<file path="src/rtl/design_switch_pkg.sv">
// design_switch_pkg
//   Types and helpers shared by the design-switch controller and its
//   request debouncer.
//   - sw_state_e : break-before-make sequencer state encoding
//   - SEL_W_DEF  : default width of the design select
//   - cnt_width(): width that holds the largest of the cycle parameters
package design_switch_pkg;

  localparam int SEL_W_DEF = 3;

  typedef enum logic [1:0] {
    RUN    = 2'd0,
    DRAIN  = 2'd1,
    SWITCH = 2'd2,
    SETTLE = 2'd3
  } sw_state_e;

  // Bits needed to hold any value 0..max(a,b,c) inclusive.
  function automatic int cnt_width(input int a, input int b, input int c);
    int m;
    m = a;
    if (b > m) m = b;
    if (c > m) m = c;
    return $clog2(m + 1);
  endfunction

endpackage

</file>
<file path="src/rtl/design_switch_sel_debounce.sv">
// sel_debounce
//   Two-flop synchroniser on the raw design-select request followed by a
//   stability filter. The candidate value is reported stable once the
//   synchronised request has matched it for DEBOUNCE_CYCLES consecutive
//   cycles.
//   Ports:
//     clk_i   - system clock
//     rst     - asynchronous active-high reset
//     sel_req - raw request, asynchronous to clk_i
//     cand    - current debounce candidate
//     stable  - cand has held for DEBOUNCE_CYCLES cycles
module sel_debounce
  import design_switch_pkg::*;
#(
  parameter int SEL_W           = SEL_W_DEF,
  parameter int DEBOUNCE_CYCLES = 16
) (
  input  logic             clk_i,
  input  logic             rst,
  input  logic [SEL_W-1:0] sel_req,
  output logic [SEL_W-1:0] cand,
  output logic             stable
);

  localparam int DB_W = $clog2(DEBOUNCE_CYCLES + 1);

  // The bus is synchronised bit by bit, so bits may land on different
  // cycles; a skewed intermediate value only restarts the debounce count
  // and can never be reported stable.
  logic [SEL_W-1:0] sync1, sync2;
  logic [DB_W-1:0]  cnt;

  always_ff @(posedge clk_i or posedge rst) begin
    if (rst) begin
      sync1 <= '0;
      sync2 <= '0;
      cand  <= '0;
      cnt   <= '0;
    end else begin
      sync1 <= sel_req;
      sync2 <= sync1;
      if (sync2 != cand) begin
        cand <= sync2;
        cnt  <= '0;
      end else if (cnt != DB_W'(DEBOUNCE_CYCLES)) begin
        cnt <= cnt + 1'b1;
      end
    end
  end

  assign stable = (cnt == DB_W'(DEBOUNCE_CYCLES));

endmodule

</file>
<file path="src/rtl/design_switch_ctrl.sv">
// design_switch_ctrl
//   Break-before-make sequencer for the design select that drives the
//   shared pad mux. A debounced change of the requested design puts every
//   design in reset and gates all pad output enables (DRAIN), swaps the
//   active select (SWITCH), holds reset with the new select applied
//   (SETTLE), then releases the new design's reset (RUN).
//   Ports:
//     clk_i             - system clock
//     rst               - asynchronous active-high reset
//     design_sel_req    - raw requested design, asynchronous
//     rst_override_n    - global design-reset override, active low
//     design_sel_active - select driving the pad mux
//     design_rst_n      - per-slot active-low reset, at most one bit high
//     io_gate           - forces all pad output enables off when 1
//     busy              - switch sequence in progress
//     switch_count      - completed switches, wraps at 256
module design_switch_ctrl
  import design_switch_pkg::*;
#(
  parameter int SEL_W           = SEL_W_DEF,
  parameter int NUM_DESIGNS     = 8,
  parameter int DEBOUNCE_CYCLES = 16,
  parameter int DRAIN_CYCLES    = 4,
  parameter int SETTLE_CYCLES   = 8
) (
  input  logic                   clk_i,
  input  logic                   rst,
  input  logic [SEL_W-1:0]       design_sel_req,
  input  logic                   rst_override_n,
  output logic [SEL_W-1:0]       design_sel_active,
  output logic [NUM_DESIGNS-1:0] design_rst_n,
  output logic                   io_gate,
  output logic                   busy,
  output logic [7:0]             switch_count
);

  localparam int CNT_W = cnt_width(DEBOUNCE_CYCLES, DRAIN_CYCLES, SETTLE_CYCLES);

  if (NUM_DESIGNS != (2 ** SEL_W)) begin : g_bad_num_designs
    $error("design_switch_ctrl: NUM_DESIGNS must equal 2**SEL_W");
  end
  if (DEBOUNCE_CYCLES < 1 || DRAIN_CYCLES < 1 || SETTLE_CYCLES < 1) begin : g_bad_cycles
    $error("design_switch_ctrl: cycle parameters must be >= 1");
  end

  // ---------------------------------------------------------------------
  // Request synchroniser / debouncer
  // ---------------------------------------------------------------------
  logic [SEL_W-1:0] cand;
  logic             stable;

  sel_debounce #(
    .SEL_W           (SEL_W),
    .DEBOUNCE_CYCLES (DEBOUNCE_CYCLES)
  ) u_sel_debounce (
    .clk_i   (clk_i),
    .rst     (rst),
    .sel_req (design_sel_req),
    .cand    (cand),
    .stable  (stable)
  );

  // ---------------------------------------------------------------------
  // Sequencer
  // ---------------------------------------------------------------------
  sw_state_e        state_q, state_d;
  logic [CNT_W-1:0] ph_cnt_q, ph_cnt_d;
  logic [SEL_W-1:0] target_q, target_d;
  logic [SEL_W-1:0] active_q, active_d;
  logic [7:0]       count_q, count_d;

  always_ff @(posedge clk_i or posedge rst) begin
    if (rst) begin
      state_q  <= RUN;
      ph_cnt_q <= '0;
      target_q <= '0;
      active_q <= '0;
      count_q  <= '0;
    end else begin
      state_q  <= state_d;
      ph_cnt_q <= ph_cnt_d;
      target_q <= target_d;
      active_q <= active_d;
      count_q  <= count_d;
    end
  end

  always_comb begin
    state_d  = state_q;
    ph_cnt_d = ph_cnt_q;
    target_d = target_q;
    active_d = active_q;
    count_d  = count_q;
    case (state_q)
      RUN: begin
        // The target is latched here so request changes during the
        // sequence cannot alter the switch already under way; they are
        // picked up from cand once the sequence is back in RUN.
        if (stable && (cand != active_q)) begin
          target_d = cand;
          ph_cnt_d = '0;
          state_d  = DRAIN;
        end
      end
      DRAIN: begin
        if (ph_cnt_q == CNT_W'(DRAIN_CYCLES - 1)) begin
          ph_cnt_d = '0;
          state_d  = SWITCH;
        end else begin
          ph_cnt_d = ph_cnt_q + 1'b1;
        end
      end
      SWITCH: begin
        active_d = target_q;
        ph_cnt_d = '0;
        state_d  = SETTLE;
      end
      SETTLE: begin
        if (ph_cnt_q == CNT_W'(SETTLE_CYCLES - 1)) begin
          ph_cnt_d = '0;
          count_d  = count_q + 8'd1;
          state_d  = RUN;
        end else begin
          ph_cnt_d = ph_cnt_q + 1'b1;
        end
      end
      default: state_d = RUN;
    endcase
  end

  // ---------------------------------------------------------------------
  // Output decode (Moore, from registered state)
  // ---------------------------------------------------------------------
  logic [NUM_DESIGNS-1:0] sel_onehot;

  assign sel_onehot = {{(NUM_DESIGNS-1){1'b0}}, 1'b1} << active_q;

  assign busy              = (state_q != RUN);
  assign io_gate           = busy;
  assign design_sel_active = active_q;
  assign switch_count      = count_q;

  // rst is folded in so every design is held in reset while the block
  // itself is in reset, not only once the sequencer has left RUN.
  assign design_rst_n = ((state_q == RUN) && rst_override_n && !rst) ? sel_onehot
                                                                     : '0;

endmodule

</file>
<file path="config.mk">
export PLATFORM = sky130hd
export DESIGN_NAME = design_switch_ctrl
export DESIGN_NICKNAME = d
export VERILOG_FILES = /design/src/rtl/design_switch_pkg.sv /design/src/rtl/design_switch_sel_debounce.sv /design/src/rtl/design_switch_ctrl.sv
export SDC_FILE = /design/constraint.sdc
export NUM_CORES = 1
export LEC_CHECK = 0
export CORE_ASPECT_RATIO = 1.75
export CORE_UTILIZATION = 50
export CTS_BUF_LIST = sky130_fd_sc_hd__clkbuf_8
export DETAILED_ROUTE_END_ITERATION = 10
export DONT_BUFFER_PORTS = 1
export SYNTH_ARGS = -nofsm -noshare
export SYNTH_HDL_FRONTEND = slang
export SYNTH_SLANG_ARGS = --single-unit
</file>
<file path="constraint.sdc">
create_clock -name clk_i -period 2.7 [get_ports clk_i]
set_clock_uncertainty 0.15 [all_clocks]
set_input_delay 0.54 -clock clk_i [delete_from_list [all_inputs] [get_ports clk_i]]
set_output_delay 0.54 -clock clk_i [all_outputs]
set_load 0.02 [all_outputs]
</file>
==> results.md <==
* Max Used Layer: met4
* Status: finished clean
* Hpwl dp at 2160 µm
* Final hold violations at 0
* Initial antenna violation count at 0
* WP data arrival at ~1.8 ns
* PwrDens at 552 nW/µm²
* Max IR drop VDD at 0.000526 V
* Synth top area share at 51.9%
* Vias post-DR at 1,011
* Number of max-cap violations at 0
* Vias in the first global route at 1,054
* DIE AREA at roughly 3600 µm²
* CTS Buffer Depth at 2
* Fin crit period at ~2.5 ns
* Synth-to-Final Area Change at 8.90%
* Ranking of synthesized cells by area: dfrtp_1 (52%), ha_1 (6.7%), xnor2_1 (5.7%), mux2_2 (5.3%), xor2_1 (3.6%)
* Synth Warn # at 0
* Final setup fails at 0
* WL final at slightly below 3000 µm
* Kind of start point of the critical path: primary input
* Slew HR at 70.8%
* Setup TNS Final at 0 ns
* Global Route Usage Sum at between 10% and 20%
* Worst setup EP type: primary output
* Routed wire per std cell at between 15 and 20 µm
* Syn Inst Count at 142
* Synthesized flop and latch total at 35
* Antenna viol nets, final at 0
* Core area at 3180 µm²
* Ys flop type: dfrtp_1
* R2R depth at 5
* Synth Area per Inst at 11.9 µm²
* Clk pin slew, worst setup/hold paths at 0.07 ns
* Initial core utilization at 53.2%
* Syn_nets at around 160
* Most common cell in the netlist: dfrtp_1
* Drt drc at 0
* Critical path fanouts, max at 4
* Clk sinks at 35
* Final worst setup slack at 0.212 ns
* Gr ovfl total at 0
* Slew Limit Fails at 0
* Cell row count at 27
* Layout cells sized above 1 at 19.5%
* Num ports at 27
* Worst EP required at 2.01 ns
* Final net count at 163
* First-pass GRT wire length at between 4000 and 5000 µm
* Synth Cell Area at 1690 µm²
* Actual slew at the worst max-slew pin at 0.437 ns
* Max Freq at 402 MHz
* Area leader, netlist: dfrtp_1
* Dpl ws at 0.598 ns
* Final GP Congestion at around 0.77
* Synth top cells by count: dfrtp_1 (35), nor2_1 (14), xnor2_1 (11)
* Cts bufs inserted at 5
* CTS tree: done
* Die height at 78.9 µm
* WL met2 at 1600 µm
* Worst-Skew Late Latency at 0.29 ns
* Hold WC Path Type: in -> reg
* Hold Path Stages at 0
* Largest net degree at the start of global routing at 35
* Wire length on met3 at 120 µm
* Final worst-path cycle share at just over 90%
* Post-synth EDFFs at 0
* Post-synthesis sequential area ratio at between 50% and 60%
* Clk root buf: clkbuf_8
* Async S/R FF share, synth at 100%
* Netlist cell types at 33
* Vias per inst at 5.27
* Register-to-register setup slack at 0.70 ns
* CTS H-tree depth at 2
* Die X-Extent at 45.9 µm
* Pre-antenna DRT Iters at 3
* Number of port buffers at 0
* Starting DRC count in detailed routing at 15
* Leakage power at roughly 0.85 nW
* Diode count at 0
* Routed length on met1 at 1130 µm
* RSZ-0062 raised after global routing: false
* Crit path kind: in -> out
* Hold Worst Slack at 0.129 ns
## path summary, 6_finish.rpt
kind,start,end
max,rst,design_rst_n[7]
min,design_sel_req[1],u_sel_debounce.sync1[1]$_DFF_PP0_
max reg2reg,state_q[1]$_DFFE_PP0P_,target_q[2]$_DFFE_PP0P_
min reg2reg,u_sel_debounce.sync1[2]$_DFF_PP0_,u_sel_debounce.sync2[2]$_DFF_PP0_
max in group asynchronous,rst,u_sel_debounce.sync2[0]$_DFF_PP0_
min in group asynchronous,rst,ph_cnt_q[4]$_DFFE_PP0P_
## area by class of cell
cell class	count	area, µm²
Clock buffer	5	68.8
Clock inverter	3	15.0
Fill cell	296	1340
Inverter	7	30.0
Multi-Input combinational cell	95	762
Sequential cell	35	876
Tap cell	43	53.8
Timing Repair Buffer	4	32.5
## per-layer routing
layer,up-vias,GRT usage [%]
met5,-,0
met4,0,10.6
met1,484,21.1
met3,5,4.55
met2,25,32.5
li1,497,-
## placed cells by master (no fill, tap or decap), types with 2 or more instances in the layout
cell type / n
and4_1: 2
buf_4: 3
clkbuf_8: 5
clkinv_2: 3
dfrtp_1: 35
ha_1: 9
inv_1: 6
mux2_2: 8
mux2_4: 3
mux2i_1: 3
nand2_1: 3
nand3_1: 6
nand4_1: 5
nor2_1: 14
nor2b_1: 2
nor3_1: 6
o21ai_0: 2
xnor2_1: 11
xor2_1: 7
## what timing repair did
action | CTS | global route
endpoints found under the hold margin | 1 | 0
setup buffers | 0 | 0
gates resized for setup | 0 | 0
hold buffers | 1 | 0
## power breakdown
part           switching [mW]  internal [mW]
Sequential            0.00889          0.537
Combinational          0.0730         0.0382
Clock                   0.183          0.176
Total                   0.265          0.751
## critical path: stages
cell and delay, ns:
dlygate4sd3_1 0.57, clkinvlp_4 0.12, nand4_1 0.17, nor2_1 0.39
## cells by family after synthesis
kind of cell	Yosys count	share of synthesized area, %
adders and majority gates	9	6.67
muxes	14	9.79
DFF	35	51.9
AOI/OAI and AO/OA	9	4.89
xor gates and xnor gates	18	9.34
buffers and inverters	12	2.97
and+or+nand+nor	45	14.5
## metrics by stage
stage	total power [mW]	utilization, %	instances	cell area (µm²)
final	1.02	57.9	192	1840
after global routing	1.07	57.9	192	1840
after floorplan	0.648	-	142	1690
after detailed placement	0.667	54.9	183	1740
after global placement	0.663	54.9	183	1740
after CTS	1.03	57.9	192	1840
## registers in the layout, summed over array words and instances (netlist names)
register / count
design_sel_active: 3
ph_cnt_q: 5
state_q: 2
switch_count: 8
target_q: 3
u_sel_debounce.cand: 3
u_sel_debounce.cnt: 5
u_sel_debounce.sync1: 3
u_sel_debounce.sync2: 3
No activity file was read; power rests on OpenSTA's default activity.
